[config.mk]
export PLATFORM = sky130hd
export DESIGN_NAME = zoom_frame_scheduler_flat
export DESIGN_NICKNAME = d
export VERILOG_FILES = /design/src/rtl/zoom_frame_scheduler_if.sv /design/src/rtl/zoom_frame_scheduler.sv /design/src/flat_wrapper.sv
export SDC_FILE = /design/constraint.sdc
export NUM_CORES = 1
export LEC_CHECK = 0
export CORE_UTILIZATION = 64
export CTS_BUF_LIST = sky130_fd_sc_hd__clkbuf_4 sky130_fd_sc_hd__clkbuf_8
export CTS_CLUSTER_SIZE = 16
export DETAILED_ROUTE_END_ITERATION = 10
export MAX_ROUTING_LAYER = met4
export PLACE_DENSITY = 0.89
export REMOVE_ABC_BUFFERS = 1
export SLEW_MARGIN = 20
export SYNTH_ARGS = -nofsm -noshare
export SYNTH_HDL_FRONTEND = slang
export SYNTH_SLANG_ARGS = --single-unit
export TNS_END_PERCENT = 30
[constraint.sdc]
create_clock -name CLK -period 5.7 [get_ports CLK]
set_clock_uncertainty 0.05 [all_clocks]
set_input_delay 1.425 -clock CLK [delete_from_list [all_inputs] [get_ports CLK]]
set_output_delay 1.425 -clock CLK [all_outputs]
set_load 0.01 [all_outputs]
[src/rtl/zoom_frame_scheduler_if.sv]
// Control, command and status bundle between the zoom scheduler and its neighbours.
// The master side is the scheduler; the slave side is the selection logic / scaling engine.
interface zoom_frame_scheduler_if;
    logic        START;
    logic        ABORT;
    logic [1:0]  ALGORITHM;
    logic [1:0]  SHIFT_FACTOR;
    logic        CMD_VALID;
    logic        CMD_READY;
    logic [7:0]  CMD_SRC_X;
    logic [6:0]  CMD_SRC_Y;
    logic [18:0] CMD_DST_ADDR;
    logic        CMD_LAST;
    logic        ENGINE_BUSY;
    logic [10:0] OUT_WIDTH;
    logic [9:0]  OUT_HEIGHT;
    logic        BUSY;
    logic        DONE;
    logic        ERROR;

    modport master (
        input  START, ABORT, ALGORITHM, SHIFT_FACTOR, CMD_READY, ENGINE_BUSY,
        output CMD_VALID, CMD_SRC_X, CMD_SRC_Y, CMD_DST_ADDR, CMD_LAST,
               OUT_WIDTH, OUT_HEIGHT, BUSY, DONE, ERROR
    );

    modport slave (
        output START, ABORT, ALGORITHM, SHIFT_FACTOR, CMD_READY, ENGINE_BUSY,
        input  CMD_VALID, CMD_SRC_X, CMD_SRC_Y, CMD_DST_ADDR, CMD_LAST,
               OUT_WIDTH, OUT_HEIGHT, BUSY, DONE, ERROR
    );
endinterface

[src/rtl/zoom_frame_scheduler.sv]
// Walks the output raster of one zoom/decimation pass, one engine command per output pixel.
// First command 2 cycles after START, then 1/cycle; fields held while CMD_READY is low.
module zoom_frame_scheduler #(
    parameter int IMG_WIDTH_IN  = 160,
    parameter int IMG_HEIGHT_IN = 120,
    parameter int MAX_UP_SHIFT  = 2,
    parameter int MAX_DN_SHIFT  = 3
) (
    input  logic                    CLK,
    input  logic                    RESET_N,
    zoom_frame_scheduler_if.master  bus
);
    localparam logic [10:0] IN_W = 11'(IMG_WIDTH_IN);
    localparam logic [9:0]  IN_H = 10'(IMG_HEIGHT_IN);

    typedef enum logic [1:0] {S_IDLE, S_SETUP, S_RUN, S_DRAIN} state_t;

    state_t      state_q, state_d;
    logic        dn_q, dn_d;
    logic [1:0]  shift_q, shift_d;
    logic [10:0] out_w_q, out_w_d;
    logic [9:0]  out_h_q, out_h_d;
    logic [10:0] x_q, x_d;
    logic [9:0]  y_q, y_d;
    logic [18:0] addr_q, addr_d;
    logic [7:0]  src_x_q, src_x_d;
    logic [6:0]  src_y_q, src_y_d;
    logic        vld_q, vld_d;
    logic        last_q, last_d;
    logic        done_q, done_d;
    logic        error_q, error_d;

    logic        start_dn, start_legal, accept, x_wrap, load_cmd;
    logic [10:0] nx, w_use;
    logic [9:0]  ny, h_use;

    always_comb begin
        state_d  = state_q;
        dn_d     = dn_q;
        shift_d  = shift_q;
        out_w_d  = out_w_q;
        out_h_d  = out_h_q;
        x_d      = x_q;
        y_d      = y_q;
        addr_d   = addr_q;
        src_x_d  = src_x_q;
        src_y_d  = src_y_q;
        vld_d    = vld_q;
        last_d   = last_q;
        done_d   = 1'b0;
        error_d  = 1'b0;
        load_cmd = 1'b0;
        nx       = x_q;
        ny       = y_q;
        w_use    = out_w_q;
        h_use    = out_h_q;

        start_dn    = bus.ALGORITHM[1];
        start_legal = start_dn ? ({1'b0, bus.SHIFT_FACTOR} <= 3'(MAX_DN_SHIFT))
                               : ({1'b0, bus.SHIFT_FACTOR} <= 3'(MAX_UP_SHIFT));
        accept      = vld_q & bus.CMD_READY;
        x_wrap      = (x_q == out_w_q - 11'd1);

        case (state_q)
            S_IDLE: begin
                if (bus.START) begin
                    if (start_legal) begin
                        state_d = S_SETUP;
                        dn_d    = start_dn;
                        shift_d = bus.SHIFT_FACTOR;
                    end else begin
                        error_d = 1'b1;
                    end
                end
            end
            S_SETUP: begin
                out_w_d  = dn_q ? (IN_W >> shift_q) : (IN_W << shift_q);
                out_h_d  = dn_q ? (IN_H >> shift_q) : (IN_H << shift_q);
                w_use    = out_w_d;
                h_use    = out_h_d;
                nx       = 11'd0;
                ny       = 10'd0;
                addr_d   = 19'd0;
                load_cmd = 1'b1;
                vld_d    = 1'b1;
                state_d  = S_RUN;
            end
            S_RUN: begin
                if (accept) begin
                    if (last_q) begin
                        vld_d   = 1'b0;
                        last_d  = 1'b0;
                        state_d = S_DRAIN;
                    end else begin
                        // Raster walk by increment: address tracks y*W+x without a multiplier.
                        nx       = x_wrap ? 11'd0 : x_q + 11'd1;
                        ny       = x_wrap ? y_q + 10'd1 : y_q;
                        addr_d   = addr_q + 19'd1;
                        load_cmd = 1'b1;
                    end
                end
            end
            S_DRAIN: begin
                // DONE is raised while still in DRAIN so BUSY covers the DONE cycle.
                if (done_q)
                    state_d = S_IDLE;
                else if (!bus.ENGINE_BUSY)
                    done_d = 1'b1;
            end
            default: state_d = S_IDLE;
        endcase

        if (load_cmd) begin
            x_d     = nx;
            y_d     = ny;
            src_x_d = dn_q ? 8'(nx << shift_q) : 8'(nx >> shift_q);
            src_y_d = dn_q ? 7'(ny << shift_q) : 7'(ny >> shift_q);
            last_d  = (nx == w_use - 11'd1) && (ny == h_use - 10'd1);
        end

        if (bus.ABORT && (state_q != S_IDLE)) begin
            state_d = S_IDLE;
            vld_d   = 1'b0;
            last_d  = 1'b0;
            done_d  = 1'b0;
        end
    end

    always_ff @(posedge CLK or negedge RESET_N) begin
        if (!RESET_N) begin
            state_q <= S_IDLE;
            dn_q    <= 1'b0;
            shift_q <= 2'd0;
            out_w_q <= IN_W;
            out_h_q <= IN_H;
            x_q     <= 11'd0;
            y_q     <= 10'd0;
            addr_q  <= 19'd0;
            src_x_q <= 8'd0;
            src_y_q <= 7'd0;
            vld_q   <= 1'b0;
            last_q  <= 1'b0;
            done_q  <= 1'b0;
            error_q <= 1'b0;
        end else begin
            state_q <= state_d;
            dn_q    <= dn_d;
            shift_q <= shift_d;
            out_w_q <= out_w_d;
            out_h_q <= out_h_d;
            x_q     <= x_d;
            y_q     <= y_d;
            addr_q  <= addr_d;
            src_x_q <= src_x_d;
            src_y_q <= src_y_d;
            vld_q   <= vld_d;
            last_q  <= last_d;
            done_q  <= done_d;
            error_q <= error_d;
        end
    end

    assign bus.CMD_VALID    = vld_q;
    assign bus.CMD_SRC_X    = src_x_q;
    assign bus.CMD_SRC_Y    = src_y_q;
    assign bus.CMD_DST_ADDR = addr_q;
    assign bus.CMD_LAST     = last_q;
    assign bus.OUT_WIDTH    = out_w_q;
    assign bus.OUT_HEIGHT   = out_h_q;
    assign bus.BUSY         = (state_q != S_IDLE);
    assign bus.DONE         = done_q;
    assign bus.ERROR        = error_q;
endmodule

[src/flat_wrapper.sv]
// flat-port wrapper written by rule: the top's interface ports become plain ports
module zoom_frame_scheduler_flat 
#(
    parameter int IMG_WIDTH_IN  = 160,
    parameter int IMG_HEIGHT_IN = 120,
    parameter int MAX_UP_SHIFT  = 2,
    parameter int MAX_DN_SHIFT  = 3
)
  (CLK, RESET_N, bus_START, bus_ABORT, bus_ALGORITHM, bus_SHIFT_FACTOR, bus_CMD_READY, bus_ENGINE_BUSY, bus_CMD_VALID, bus_CMD_SRC_X, bus_CMD_SRC_Y, bus_CMD_DST_ADDR, bus_CMD_LAST, bus_OUT_WIDTH, bus_OUT_HEIGHT, bus_BUSY, bus_DONE, bus_ERROR);
  zoom_frame_scheduler_if bus_i ();
  input  logic CLK;
  input  logic RESET_N;
  input wire logic [$bits(bus_i.START)-1:0] bus_START;
  input wire logic [$bits(bus_i.ABORT)-1:0] bus_ABORT;
  input wire logic [$bits(bus_i.ALGORITHM)-1:0] bus_ALGORITHM;
  input wire logic [$bits(bus_i.SHIFT_FACTOR)-1:0] bus_SHIFT_FACTOR;
  input wire logic [$bits(bus_i.CMD_READY)-1:0] bus_CMD_READY;
  input wire logic [$bits(bus_i.ENGINE_BUSY)-1:0] bus_ENGINE_BUSY;
  output wire logic [$bits(bus_i.CMD_VALID)-1:0] bus_CMD_VALID;
  output wire logic [$bits(bus_i.CMD_SRC_X)-1:0] bus_CMD_SRC_X;
  output wire logic [$bits(bus_i.CMD_SRC_Y)-1:0] bus_CMD_SRC_Y;
  output wire logic [$bits(bus_i.CMD_DST_ADDR)-1:0] bus_CMD_DST_ADDR;
  output wire logic [$bits(bus_i.CMD_LAST)-1:0] bus_CMD_LAST;
  output wire logic [$bits(bus_i.OUT_WIDTH)-1:0] bus_OUT_WIDTH;
  output wire logic [$bits(bus_i.OUT_HEIGHT)-1:0] bus_OUT_HEIGHT;
  output wire logic [$bits(bus_i.BUSY)-1:0] bus_BUSY;
  output wire logic [$bits(bus_i.DONE)-1:0] bus_DONE;
  output wire logic [$bits(bus_i.ERROR)-1:0] bus_ERROR;
  assign bus_i.START = bus_START;
  assign bus_i.ABORT = bus_ABORT;
  assign bus_i.ALGORITHM = bus_ALGORITHM;
  assign bus_i.SHIFT_FACTOR = bus_SHIFT_FACTOR;
  assign bus_i.CMD_READY = bus_CMD_READY;
  assign bus_i.ENGINE_BUSY = bus_ENGINE_BUSY;
  assign bus_CMD_VALID = bus_i.CMD_VALID;
  assign bus_CMD_SRC_X = bus_i.CMD_SRC_X;
  assign bus_CMD_SRC_Y = bus_i.CMD_SRC_Y;
  assign bus_CMD_DST_ADDR = bus_i.CMD_DST_ADDR;
  assign bus_CMD_LAST = bus_i.CMD_LAST;
  assign bus_OUT_WIDTH = bus_i.OUT_WIDTH;
  assign bus_OUT_HEIGHT = bus_i.OUT_HEIGHT;
  assign bus_BUSY = bus_i.BUSY;
  assign bus_DONE = bus_i.DONE;
  assign bus_ERROR = bus_i.ERROR;
  zoom_frame_scheduler #(.IMG_WIDTH_IN(IMG_WIDTH_IN), .IMG_HEIGHT_IN(IMG_HEIGHT_IN), .MAX_UP_SHIFT(MAX_UP_SHIFT), .MAX_DN_SHIFT(MAX_DN_SHIFT)) u_core (.CLK(CLK), .RESET_N(RESET_N), .bus(bus_i));
endmodule
==> metrics <==
net switching component of the power=2.032 mW; global-route wire length before repair=32780 um; Port-buffer cells=68; number of diodes added for antenna fixing=0; count of synthesis-stage warnings from yosys=0; FFs w/ async S/R, synth=1.000; count of distinct cell types in the synthesized netlist=83; setup repair after global routing missed its margin=no; clk buf depth=2; Synth top area share=0.2998; TritonCTS clock tree=done; register bit total from synthesis=85; Resized cells post-CTS=0; total track usage=0.3967; iteration count of the initial detailed-routing pass=5; run status=finished clean; number of nets in the finished design=893; number of top-level design ports=70; fraction of layout instances using a drive strength above 1=0.07184; pin count of the biggest net entering global routing=86; switching fraction of total power=0.5308; leakage component of the power=3.062 nW; maximum clock frequency=211.9 MHz; post-synthesis sequential area ratio=0.3237; initial antenna violation count=0; kind of start point of the critical path=input port; DIE HEIGHT=103.5 um; most common cell in the netlist=sky130_fd_sc_hd__nand2_1; FILL cells=758; Post-Synthesis Cells=834; number of max-slew violations in the final report=0; area delta synth->final=13.94%; Iteration-0 DRC Markers=761; area of all sequential standard cells=0.002135 mm^2; placer's final routability congestion estimate=1.004; multi-input gate area in the final layout=0.004091 mm^2; Antenna Violating Nets Remaining=0; Clock Sinks=85; highest ir drop seen on vdd=0.0003807 V; number of H-tree levels=3; Post CTS Setup Buffer Count=0; Least-Margin Pin Slew=1.108 ns; worst slew margin relative to its limit=0.2538; Worst-Skew Late Latency=0.38 ns; # setup viols final=0; Most used DFF post-synth=sky130_fd_sc_hd__dfrtp_1; number of enable flip-flop cells after synthesis=0; wire length reported by the detailed router=20350 um; most instantiated cells after synthesis=sky130_fd_sc_hd__nand2_1, sky130_fd_sc_hd__nor2_1, sky130_fd_sc_hd__dfrtp_1, sky130_fd_sc_hd__o21ai_0, sky130_fd_sc_hd__a21oi_1; x dimension of the die=103.5 um; register-to-register path setup slack=1.26 ns; endpoints failing hold=0; type of destination of the critical path=register; biggest area contributors in the synthesized netlist=sky130_fd_sc_hd__dfrtp_1, sky130_fd_sc_hd__nand2_1, sky130_fd_sc_hd__xnor2_1, sky130_fd_sc_hd__nor2_1, sky130_fd_sc_hd__o21ai_0; core region area=0.009864 mm^2; number of clock buffers inserted by TritonCTS=9; minimum period implied by the final worst setup slack=4.720 ns; worst-path maximum fanout=9; period utilisation layout=0.8281; post-cts hold buffer count=0; Mapped Area=0.006595 mm^2; sequential group share of total power=0.238; Hold WS=0.4514 ns; vias per cell=6.672; initial cell density of the core=0.6686; internal portion of total power=1.796 mW; half-perimeter wire length after placement=14710 um; WL per Instance=20.15 um; Combinational Power Share=0.650; Die Footprint=0.01071 mm^2; root buffer cell=sky130_fd_sc_hd__clkbuf_8; post-route DRC violation count=0; Worst EP arrival=4.99 ns; mean instance size in the synthesized netlist=7.908 um^2; overflow left after global routing=0; setup TNS=0 ns; via count=6739; PD cells=509.5 mW/mm^2; Setup Crit Path Kind=in2reg; clock transition at the registers of the reported paths=0.10 ns; Clk pwr share=0.112; area leader, netlist=sky130_fd_sc_hd__dfrtp_1; path type of the worst min-delay path=reg2reg; number of global-route vias before repair=6313; Critical Path RT=5.97 ns; max-cap violation count=0; number of standard-cell rows in the floorplan=36
==> cell families after synthesis <==
group           synth area share
fa+ha+maj                0.02087
flops                     0.3237
mux                      0.02637
xor+xnor                 0.08215
buf+inv                  0.05635
compound gates            0.2150
simple gates              0.2757
==> path summary, 6_finish.rpt <==
| path | start | endpoint | cells past startpoint |
|---|---|---|---|
| hold / removal | u_core.bus.CMD_SRC_X[0]$_DFFE_PN0P_ | u_core.bus.CMD_SRC_X[0]$_DFFE_PN0P_ | 2 |
| setup / recovery | bus_CMD_READY | u_core.bus.CMD_LAST$_DFFE_PN0P_ | 12 |
| setup reg to reg | u_core.bus.OUT_WIDTH[0]$_DFF_PN0_ | u_core.bus.CMD_SRC_X[6]$_DFFE_PN0P_ | 13 |
| max in group asynchronous | RESET_N | u_core.bus.CMD_SRC_X[4]$_DFFE_PN0P_ | 1 |
| min in group asynchronous | RESET_N | u_core.state_q[0]$_DFFE_PN0P_ | 1 |
| hold reg to reg | u_core.bus.CMD_SRC_X[0]$_DFFE_PN0P_ | u_core.bus.CMD_SRC_X[0]$_DFFE_PN0P_ | 2 |
==> flip-flops by register name, indices dropped and copies added, names as in the netlist, 2 cells and up <==
signal                   flops
u_core.bus.OUT_HEIGHT       10
u_core.state_q               2
u_core.bus.CMD_SRC_X         8
u_core.bus.OUT_WIDTH        11
u_core.bus.CMD_SRC_Y         7
u_core.shift_q               2
u_core.x_q                  11
u_core.y_q                  10
u_core.bus.CMD_DST_ADDR     19
==> cell type report <==
class / count / share of cell area
sequential: 85 / 0.2840
tap: 133 / 0.02214
multi-input combinational: 656 / 0.5445
timing repair buffer: 82 / 0.1047
clock inverter: 7 / 0.009158
clock buffer: 9 / 0.01648
inverter: 38 / 0.01898
==> power groups by stage <==
stage	logic, mW	clock network [mW]	registers (mW)
CTS	2.42	0.429	0.904
detailed placement	2.41	0	0.916
floorplan	1.45	0	0.999
global route	2.67	0.454	0.926
finish	2.49	0.430	0.911
global placement	2.36	0	0.906
==> placed cells by master, fill, tap and decap left out, types with 4 or more instances in the layout <==
master and instances:
sky130_fd_sc_hd__a211oi_1 11, sky130_fd_sc_hd__a21boi_0 6, sky130_fd_sc_hd__a21oi_1 49, sky130_fd_sc_hd__a22o_1 5, sky130_fd_sc_hd__a31oi_1 11, sky130_fd_sc_hd__a32oi_1 4
sky130_fd_sc_hd__and2_1 10, sky130_fd_sc_hd__and3_1 10, sky130_fd_sc_hd__buf_4 14, sky130_fd_sc_hd__clkbuf_8 9, sky130_fd_sc_hd__clkdlybuf4s50_1 67, sky130_fd_sc_hd__dfrtp_1 79
sky130_fd_sc_hd__dfstp_2 6, sky130_fd_sc_hd__ha_1 11, sky130_fd_sc_hd__inv_1 37, sky130_fd_sc_hd__mux2i_1 14, sky130_fd_sc_hd__nand2_1 116, sky130_fd_sc_hd__nand2b_1 6
sky130_fd_sc_hd__nand3_1 30, sky130_fd_sc_hd__nand3b_1 6, sky130_fd_sc_hd__nand4_1 16, sky130_fd_sc_hd__nor2_1 80, sky130_fd_sc_hd__nor2b_1 9, sky130_fd_sc_hd__nor3_1 20
sky130_fd_sc_hd__nor4_1 12, sky130_fd_sc_hd__o211ai_1 15, sky130_fd_sc_hd__o21a_1 5, sky130_fd_sc_hd__o21ai_0 51, sky130_fd_sc_hd__o22a_1 4, sky130_fd_sc_hd__o22ai_1 4
sky130_fd_sc_hd__or3_1 10, sky130_fd_sc_hd__or4_1 6, sky130_fd_sc_hd__xnor2_1 36, sky130_fd_sc_hd__xor2_1 24
==> per-layer routing <==
layer / wire length (um) / vias up / track usage
li1: - / 3051 / -
met4: 786 / 0 / 0.1894
met1: 8435 / 3147 / 0.5258
met2: 9084 / 471 / 0.5964
met3: 2044 / 70 / 0.06230
met5: 0 / - / -
==> worst max-delay path, stage by stage <==
cell and delay (ns):
sky130_fd_sc_hd__clkdlybuf4s50_1 0.58, sky130_fd_sc_hd__nand3b_1 0.32, sky130_fd_sc_hd__nor2_1 0.42, sky130_fd_sc_hd__nand3_1 0.12, sky130_fd_sc_hd__nor4_1 0.47, sky130_fd_sc_hd__mux2i_1 0.61
sky130_fd_sc_hd__xnor2_1 0.19, sky130_fd_sc_hd__o211a_1 0.16, sky130_fd_sc_hd__nand4b_1 0.12, sky130_fd_sc_hd__nor4_1 0.30, sky130_fd_sc_hd__buf_4 0.18, sky130_fd_sc_hd__a31o_1 0.10
==> metrics by stage <==
stage	cell area [um^2]	std cells	util	worst slack (ns)	power, mW
final	7515	1010	0.7618	0.9801	3.829
after global routing	7515	1010	0.7618	0.8132	4.047
after CTS	7511	1010	0.7614	1.046	3.755
after detailed placement	7318	994	0.7419	0.6799	3.323
after global placement	7318	994	0.7419	0.7732	3.266
after floorplan	6366	779	-	1.749	2.448
No activity file was read; power rests on OpenSTA's default activity.
